$ cat src/rtl/kp_div_pkg.sv
// Shared types and parameter limits for the hex-keypad divider.
package kp_div_pkg;

  typedef enum logic [1:0] {
    ENT_A  = 2'd0,
    ENT_B  = 2'd1,
    DIV    = 2'd2,
    RESULT = 2'd3
  } kp_state_t;

  localparam int NDIG_MIN = 1;
  localparam int NDIG_MAX = 8;

endpackage

$ cat src/rtl/div_restoring_seq.sv
// Iterative restoring divider: one quotient bit per cycle, MSB first.
// done is high in the cycle whose closing edge retires the last bit; quot/rem are valid then.
module div_restoring_seq #(
  parameter int W = 8
) (
  input  logic         clk,
  input  logic         rst,
  input  logic         start,
  input  logic [W-1:0] dividend,
  input  logic [W-1:0] divisor,
  output logic         busy,
  output logic         done,
  output logic [W-1:0] quot,
  output logic [W-1:0] rem
);

  localparam int CW = $clog2(W + 1);

  logic [W-1:0]  rem_w;
  logic [W-1:0]  shift_w;
  logic [CW-1:0] iter_cnt;
  logic [W:0]    trial;
  logic [W:0]    diff;
  logic          qbit;
  logic [W-1:0]  rem_nxt;

  // shift_w holds unconsumed dividend bits above the quotient bits built so far
  always_comb begin
    trial   = {rem_w, shift_w[W-1]};
    diff    = trial - {1'b0, divisor};
    qbit    = ~diff[W];
    rem_nxt = qbit ? diff[W-1:0] : trial[W-1:0];
  end

  assign quot = {shift_w[W-2:0], qbit};
  assign rem  = rem_nxt;
  assign done = busy && (iter_cnt == CW'(1));

  always_ff @(posedge clk) begin
    if (rst) begin
      busy     <= 1'b0;
      iter_cnt <= '0;
      rem_w    <= '0;
      shift_w  <= '0;
    end else if (start) begin
      busy     <= 1'b1;
      iter_cnt <= CW'(W);
      rem_w    <= '0;
      shift_w  <= dividend;
    end else if (busy) begin
      rem_w    <= rem_nxt;
      shift_w  <= quot;
      iter_cnt <= iter_cnt - CW'(1);
      if (iter_cnt == CW'(1)) busy <= 1'b0;
    end
  end

endmodule

$ cat src/rtl/kp_divider_seq.sv
// Hex-keypad divider: collects A then B nibble by nibble, divides, holds the result.
//   state  | meaning
//   ENT_A  | collecting dividend nibbles
//   ENT_B  | collecting divisor nibbles (or one-cycle divide-by-zero bypass pending)
//   DIV    | iterative divider running, keys ignored
//   RESULT | quot/rem/div0 valid; next key starts a new A
module kp_divider_seq
  import kp_div_pkg::*;
#(
  parameter  int NDIG = 2,
  localparam int W    = 4 * NDIG
) (
  input  logic         clk,
  input  logic         rst,
  input  logic         key_valid,
  input  logic [3:0]   key_hex,
  input  logic         key_clr,
  output logic [W-1:0] a_val,
  output logic [W-1:0] b_val,
  output logic [W-1:0] quot,
  output logic [W-1:0] rem,
  output logic         busy,
  output logic         done,
  output logic         div0,
  output logic [1:0]   state_dbg
);

  localparam int NW = (NDIG > 1) ? $clog2(NDIG) : 1;

  if (NDIG < NDIG_MIN || NDIG > NDIG_MAX) begin : g_bad_ndig
    $error("kp_divider_seq: NDIG out of range");
  end

  kp_state_t     state_q, state_d;
  logic [NW-1:0] cnt_q, cnt_d;
  logic [W-1:0]  a_q, a_d, b_q, b_d, quot_q, quot_d, rem_q, rem_d;
  logic          div0_q, div0_d, pend_q, pend_d;
  logic          last_nib, core_start, core_rst, core_busy, core_done;
  logic [W-1:0]  core_quot, core_rem;

  assign core_rst = rst | key_clr;

  div_restoring_seq #(.W(W)) u_div (
    .clk      (clk),
    .rst      (core_rst),
    .start    (core_start),
    .dividend (a_q),
    .divisor  (b_q),
    .busy     (core_busy),
    .done     (core_done),
    .quot     (core_quot),
    .rem      (core_rem)
  );

  always_ff @(posedge clk) begin
    if (rst) begin
      state_q <= ENT_A;
      cnt_q   <= '0;
      a_q     <= '0;
      b_q     <= '0;
      quot_q  <= '0;
      rem_q   <= '0;
      div0_q  <= 1'b0;
      pend_q  <= 1'b0;
    end else begin
      state_q <= state_d;
      cnt_q   <= cnt_d;
      a_q     <= a_d;
      b_q     <= b_d;
      quot_q  <= quot_d;
      rem_q   <= rem_d;
      div0_q  <= div0_d;
      pend_q  <= pend_d;
    end
  end

  always_comb begin
    state_d    = state_q;
    cnt_d      = cnt_q;
    a_d        = a_q;
    b_d        = b_q;
    quot_d     = quot_q;
    rem_d      = rem_q;
    div0_d     = div0_q;
    pend_d     = pend_q;
    core_start = 1'b0;
    last_nib   = (cnt_q == NW'(NDIG - 1));

    if (key_clr) begin
      state_d = ENT_A;
      cnt_d   = '0;
      a_d     = '0;
      b_d     = '0;
      quot_d  = '0;
      rem_d   = '0;
      div0_d  = 1'b0;
      pend_d  = 1'b0;
    end else begin
      unique case (state_q)
        ENT_A: begin
          if (key_valid) begin
            a_d = (a_q << 4) | W'(key_hex);
            if (last_nib) begin
              state_d = ENT_B;
              cnt_d   = '0;
            end else begin
              cnt_d = cnt_q + NW'(1);
            end
          end
        end
        ENT_B: begin
          if (pend_q) begin
            // divide-by-zero bypass: divider never starts
            state_d = RESULT;
            quot_d  = '1;
            rem_d   = a_q;
            div0_d  = 1'b1;
            pend_d  = 1'b0;
          end else if (key_valid) begin
            b_d = (b_q << 4) | W'(key_hex);
            if (last_nib) begin
              cnt_d = '0;
              if (b_d == '0) begin
                pend_d = 1'b1;
              end else begin
                core_start = 1'b1;
                state_d    = DIV;
              end
            end else begin
              cnt_d = cnt_q + NW'(1);
            end
          end
        end
        DIV: begin
          if (core_done) begin
            state_d = RESULT;
            quot_d  = core_quot;
            rem_d   = core_rem;
          end else if (!core_busy) begin
            state_d = ENT_A;
          end
        end
        RESULT: begin
          if (key_valid) begin
            div0_d = 1'b0;
            a_d    = W'(key_hex);
            b_d    = '0;
            if (NDIG == 1) begin
              state_d = ENT_B;
              cnt_d   = '0;
            end else begin
              state_d = ENT_A;
              cnt_d   = NW'(1);
            end
          end
        end
        default: state_d = ENT_A;
      endcase
    end
  end

  assign a_val     = a_q;
  assign b_val     = b_q;
  assign quot      = quot_q;
  assign rem       = rem_q;
  assign div0      = div0_q;
  assign busy      = (state_q == DIV);
  assign done      = (state_q == RESULT);
  assign state_dbg = state_q;

endmodule

$ cat config.mk
export PLATFORM = sky130hd
export DESIGN_NAME = kp_divider_seq
export DESIGN_NICKNAME = d
export VERILOG_FILES = /design/src/rtl/kp_div_pkg.sv /design/src/rtl/div_restoring_seq.sv /design/src/rtl/kp_divider_seq.sv
export SDC_FILE = /design/constraint.sdc
export NUM_CORES = 1
export LEC_CHECK = 0
export ABC_AREA = 1
export CAP_MARGIN = 40
export CORE_ASPECT_RATIO = 1.5
export CORE_MARGIN = 2
export CORE_UTILIZATION = 59
export DETAILED_ROUTE_END_ITERATION = 8
export PLACE_DENSITY = 0.86
export SLEW_MARGIN = 20
export SYNTH_ARGS = -nofsm -noshare
export SYNTH_HDL_FRONTEND = slang
export SYNTH_SLANG_ARGS = --single-unit
export TNS_END_PERCENT = 1
$ cat constraint.sdc
create_clock -name clk -period 2.85 [get_ports clk]
set_input_delay 0.285 -clock clk [delete_from_list [all_inputs] [get_ports clk]]
set_output_delay 0.285 -clock clk [all_outputs]
set_load 0.1 [all_outputs]
==> Word-level counts from Yosys, hierarchy flattened <==
Index checks and enable logic that the tools add are counted.
{ "word_totals": {"regBits": 58, "output_inout_bits": 37} }
{ "op_classes": {"addsub": 3, "n_eq_ne": 15, "n_mux": 49, "n_bitwise": 4, "n_reduce_logical": 16} }
{ "op_table": {"columns": ["operator", "n"], "rows": [
  ["$mux 8", 12],
  ["$pmux 8 s2", 4],
  ["$mux 1", 19],
  ["$mux 2", 9],
  ["$or 8x4->8", 2],
  ["$ne 2x2->1 const B", 6],
  ["$ne 3x3->1 const B", 4],
  ["$reduce_and 3->1", 4],
  ["$sub 9x8->9", 1],
  ["$logic_not 8->1", 1],
  ["$mux 4", 2],
  ["$pmux 2 s4", 1],
  ["$reduce_bool 2->1", 4],
  ["$reduce_and 7->1", 1],
  ["$eq 2x2->1 const B", 2],
  ["$eq 4x1->1 const B", 1],
  ["$reduce_and 4->1", 1],
  ["$reduce_or 2->1", 2],
  ["$sub 4x1->4 const B", 1],
  ["$pmux 1 s3", 1],
  ["$reduce_bool 3->1", 1],
  ["$eq 2x1->1 const B", 1],
  ["$logic_not 2->1", 1],
  ["$ne 2x1->1 const B", 1],
  ["other kinds (5)", 5]
]} }

==> Depth between registers and ports, before layout <==
{ "depth": {"ltp_word": 9, "mapped_depth": 16, "mapped_depth_nobuf": 16} }

==> Modules after synthesis <==
A second synthesis with hierarchy kept.
{ "unflattened": {"hier_cells": 495, "hier_area_um2": 3480.8} }
{ "modules_own_cells": {"columns": ["mod", "instances", "cells_each", "area_per_inst_um2"], "rows": [
  ["kp_divider_seq", 1, 236, 1834.3],
  ["div_restoring_seq", 1, 259, 1646.6]
]} }

==> Least setup slack after synthesis <==
No wires, ideal clock.
{ "synth_timing": {"path_type": "flip-flop to flip-flop", "from": "register state_q[1], in the netlist state_dbg[1]", "to": "register state_q[0], in the netlist state_dbg[0]", "setup_ps": 118, "arrival_time_ps": 2990, "required_time_ps": 2732, "slack_ps": -258, "stages_incl_launch_ff": 9, "n_path_buf": 2, "cell_sequence": "dfxtp_1 -> ha_1 -> buf_2 -> inv_1 -> buf_2 -> o211ai_1 -> nor2_1 -> o21ai_0 -> nor2_1"} }
{ "synth_between": {"elab_chain_cells": 3, "word_cells_on_any_way": 13, "classes_between": "10 x eq/ne; 1 x mux; 2 x reduce/logical"} }
{ "synth_rtl": {"columns": ["element", "line_no", "rtl"], "rows": [
  ["start, declared", "kp_divider_seq.sv:34", "kp_state_t state_q, state_d;"],
  ["start signal, assigned", "kp_divider_seq.sv:66", "state_q <= state_d;"],
  ["$eq 2x2->1 *", null, null],
  ["named net busy", "kp_divider_seq.sv:22", "output logic busy,"],
  ["$ne 3x3->1 (no source line)", null, null],
  ["$reduce_and 7->1 (no source line)", null, null]
]} }
Mark *: on every way through the listed nets, which the timed path passes. The rest lies on a longest branch.
A chain may end at the register's enable or synchronous reset.

==> Worst setup path after layout <==
{ "layout_timing": {"from": "register b_q[0], in the netlist b_val[0]", "to": "register rem_q[3], in the netlist rem[3]"} }
{ "layout_between": {"elab_chain_cells": 4} }
{ "layout_rtl": {"columns": ["element", "line_no", "rtl"], "rows": [
  ["start, declared", "kp_divider_seq.sv:36", "logic [W-1:0] a_q, a_d, b_q, b_d, quot_q, quot_d, rem_q, rem_d;"],
  ["start signal, assigned", "kp_divider_seq.sv:60", "b_q <= '0;"],
  ["start signal, assigned", "kp_divider_seq.sv:69", "b_q <= b_d;"],
  ["$sub 9x8->9", "div_restoring_seq.sv:30", "diff = trial - {1'b0, divisor};"],
  ["$mux 8", "div_restoring_seq.sv:32", "rem_nxt = qbit ? diff[W-1:0] : trial[W-1:0];"],
  ["$mux 8", "kp_divider_seq.sv:135", "if (core_done) begin"],
  ["$pmux 8 s2", "kp_divider_seq.sv:99", "unique case (state_q)"],
  ["end signal, assigned", "kp_divider_seq.sv:71", "rem_q <= rem_d;"],
  ["end, declared", "kp_divider_seq.sv:36", null]
]} }
No other way between the ends. The select of a mux whose other input is x is not followed.

==> reports/results.txt <==
Final GP Congestion: 0.890
synthesized area per cell: 7.06 um^2
Seq. cell area: 0.00116 mm^2
Initial Utilization: 60.6%
Initial DRC Count: 199
worst setup margin: 0.807 ns
FP Rows: 32
Period minus WS final: 2.04 ns
DP HPWL: 5.88 mm
WL/cell: 14.2 um
Worst setup endpoint: rem[3]
Fin Clk Skew: 0.00514 ns
critical path fanouts, max: 9
multi-input gate area in the final layout: 0.00164 mm^2
H-tree lvl count: 3
most frequent cells in the layout: 108 x nand2_1, 58 x dfxtp_1, 55 x inv_1
Placed Area: 0.00349 mm^2
Clock Pin Slew Worst Setup and Hold Paths: 0.06 ns
remaining antenna violation count: 0
RSZ-0062 raised after global routing: false
clock root buffer: clkbuf_8
critical path data required time: 3.12 ns
DR vias/cell: 5.39
drt first pass iters: 4
share of post-route cells with drive strength above 1: 18.0%
Critical-path top delay cell: dfxtp_1
grt ovf: 0
CP top delay family: simple AND/OR/NAND/NOR gates
Final Hold Vio Count: 0
Clock Tree Buf Depth: 2
headroom to the max-slew limit: 62.8%
Slew Limit Fails: 0
MaxCap Viol Count: 0
vias in the first global route: 2969
hold buffers post-CTS: 0
Max Fclk: 489 MHz
Util after Layout: 72.0%
clk_lat worst skew: 0.35 ns
fin nets: 509
IO Port Bufs: 44
Least-Margin Pin Slew: 0.558 ns
Seq/Total Area, Yosys: 37.4%
Worst Setup SP: b_val[0]
synth unique cells: 36
Boundary Pins: 45
Worst Path Arrival: 2.32 ns
P&R area growth vs syn: 18.9%
FFs w/ async S/R, synth: 0%
Die W: 63.2 um
total CTS buffers: 9
CP Capture Type: flip-flop
P_leak: 0.00162 uW
Die ar.: 0.00587 mm^2
register bit total from synthesis: 58
Cell Pwr Density: 477 mW/mm^2
pin count of the biggest net entering global routing: 24
Mapped Nets: 464
slack of the worst reg-to-reg path: 0.81 ns
core area: 0.00512 mm^2
TNS Setup: 0 ns
# fillers: 468
Worst Setup Start Kind: flip-flop
Tcrit/Tclk final: 71.7%
CP most frequent cell: nand2_1
Peak VDD IR: 0.276 mV
Tot GR Track Use: 29.1%
setup violators final: 0
Setup Slack @ Placement: 0.829 ns
CP Class: flip-flop to flip-flop
worst hold path type: flip-flop to flip-flop
final instance area: 0.00369 mm^2
result of the run: complete, no violations
commonest non-fill, non-tap cell in the layout: nand2_1
CP peak stage delay: 0.43 ns
buffer and inverter count on the worst path: 1
end of the worst register-to-register path: rem[3]
die height: 92.8 um
first-pass GRT wire length: 13.2 mm
Syn Inst Count: 440
Levels on crit path: 12
initial antenna violation count: 0
CTS tree: yes
Critical Path, Cell by Cell: ha_1 > inv_1 > fa_1 > nand2_1 > nand2_1 > nand3_2 > nand2_1 > nand2_1 > nand2_4 > nand2_1 > nand3_1 > a21oi_1
DR DRC count: 0
via count: 3003
Hold Slack: 0.463 ns
R2R depth: 12
Syn. warnings: 0
Post-synth EDFFs: 0
Post-CTS Resized: 0
Post-Route WL: 7.93 mm
Post-Syn Area: 0.00310 mm^2
Ant. Diodes: 0
Main synth FF type: dfxtp_1
setup bufs post-CTS: 0
RR Startpoint: b_val[0]
CTS Sinks: 58
## metrics by stage
| step | cells | power [uW] |
|---|---|---|
| final | 557 | 1760 |
| after global routing | 557 | 1800 |
| after CTS | 557 | 1760 |
| after detailed placement | 542 | 984 |
| after global placement | 542 | 983 |
| after floorplan | 440 | 945 |
## worst min-delay path by stage
stage                     cells past startpoint         startpoint           endpoint  slack, ns
final                                         2  u_div.iter_cnt[1]  u_div.iter_cnt[1]       0.46
after global routing                          2  u_div.iter_cnt[2]  u_div.iter_cnt[2]       0.49
after CTS                                     2  u_div.iter_cnt[1]  u_div.iter_cnt[1]       0.46
after detailed placement                      2  u_div.iter_cnt[1]  u_div.iter_cnt[1]       0.45
after global placement                        2  u_div.iter_cnt[1]  u_div.iter_cnt[1]       0.45
after floorplan                               2  u_div.iter_cnt[1]  u_div.iter_cnt[1]       0.44
## cell usage after synthesis, types with 2 or more instances
cell	count	area, um^2
o211ai_1	2	15.0
nor2_4	3	33.8
nand4_1	3	18.8
inv_2	4	15.0
o21ai_1	9	45.0
a21oi_2	5	43.8
o21ai_0	15	75.1
a211oi_1	8	60.1
nand2_4	2	22.5
nand2_1	108	405
xor2_1	3	26.3
nor3_1	3	15.0
buf_6	3	33.8
nor2_1	42	158
clkbuf_1	4	15.0
inv_1	55	206
nor2_2	5	31.3
nand3_1	24	120
nand2_2	4	25.0
ha_1	15	188
a21oi_1	38	190
o21ai_2	2	17.5
a31oi_1	8	50.1
buf_2	4	20.0
or2_2	3	18.8
dfxtp_1	58	1160
## state kept, by name (all words and copies together) (netlist names)
register / count
a_val: 8
b_val: 8
cnt_q: 1
div0: 1
pend_q: 1
quot: 8
rem: 8
state_dbg: 2
u_div.busy: 1
u_div.iter_cnt: 4
u_div.rem_w: 8
u_div.shift_w: 8
## report_power, final
group	total, uW	switching, uW	internal [uW]
clock	794	325	469
combinational	142	105	37.2
sequential	826	7.83	818
## metal layers
layer	global-route usage, %	vias up	part of all wire [%]
met2	51.9	111	52
met1	30.2	1352	38
li1	-	1503	-
met3	6.08	37	5.2
met5	0	-	0
met4	19.6	0	5.0
## cells by family after synthesis
logic type | Yosys count | share of synthesized area [%]
AOI/OAI and AO/OA | 87 | 16.0
and+or+nand+nor | 201 | 28.8
DFF | 58 | 37.4
xor gates and xnor gates | 4 | 1.13
buffers and inverters | 74 | 9.96
adders and majority gates | 16 | 6.69
## area by class of cell
type	instances	area share [%]
Timing Repair Buffer	47	10.0
Sequential cell	58	31.5
Clock buffer	13	4.58
Clock inverter	2	0.949
Tap cell	68	2.31
Inverter	61	6.27
Multi-Input combinational cell	308	44.4
## worst min-delay path, stage by stage (launching register included)
cell	delay, ns
dfxtp_1	0.31
nand2_1	0.06
a21oi_1	0.05
(Power assumes the default switching activity.)
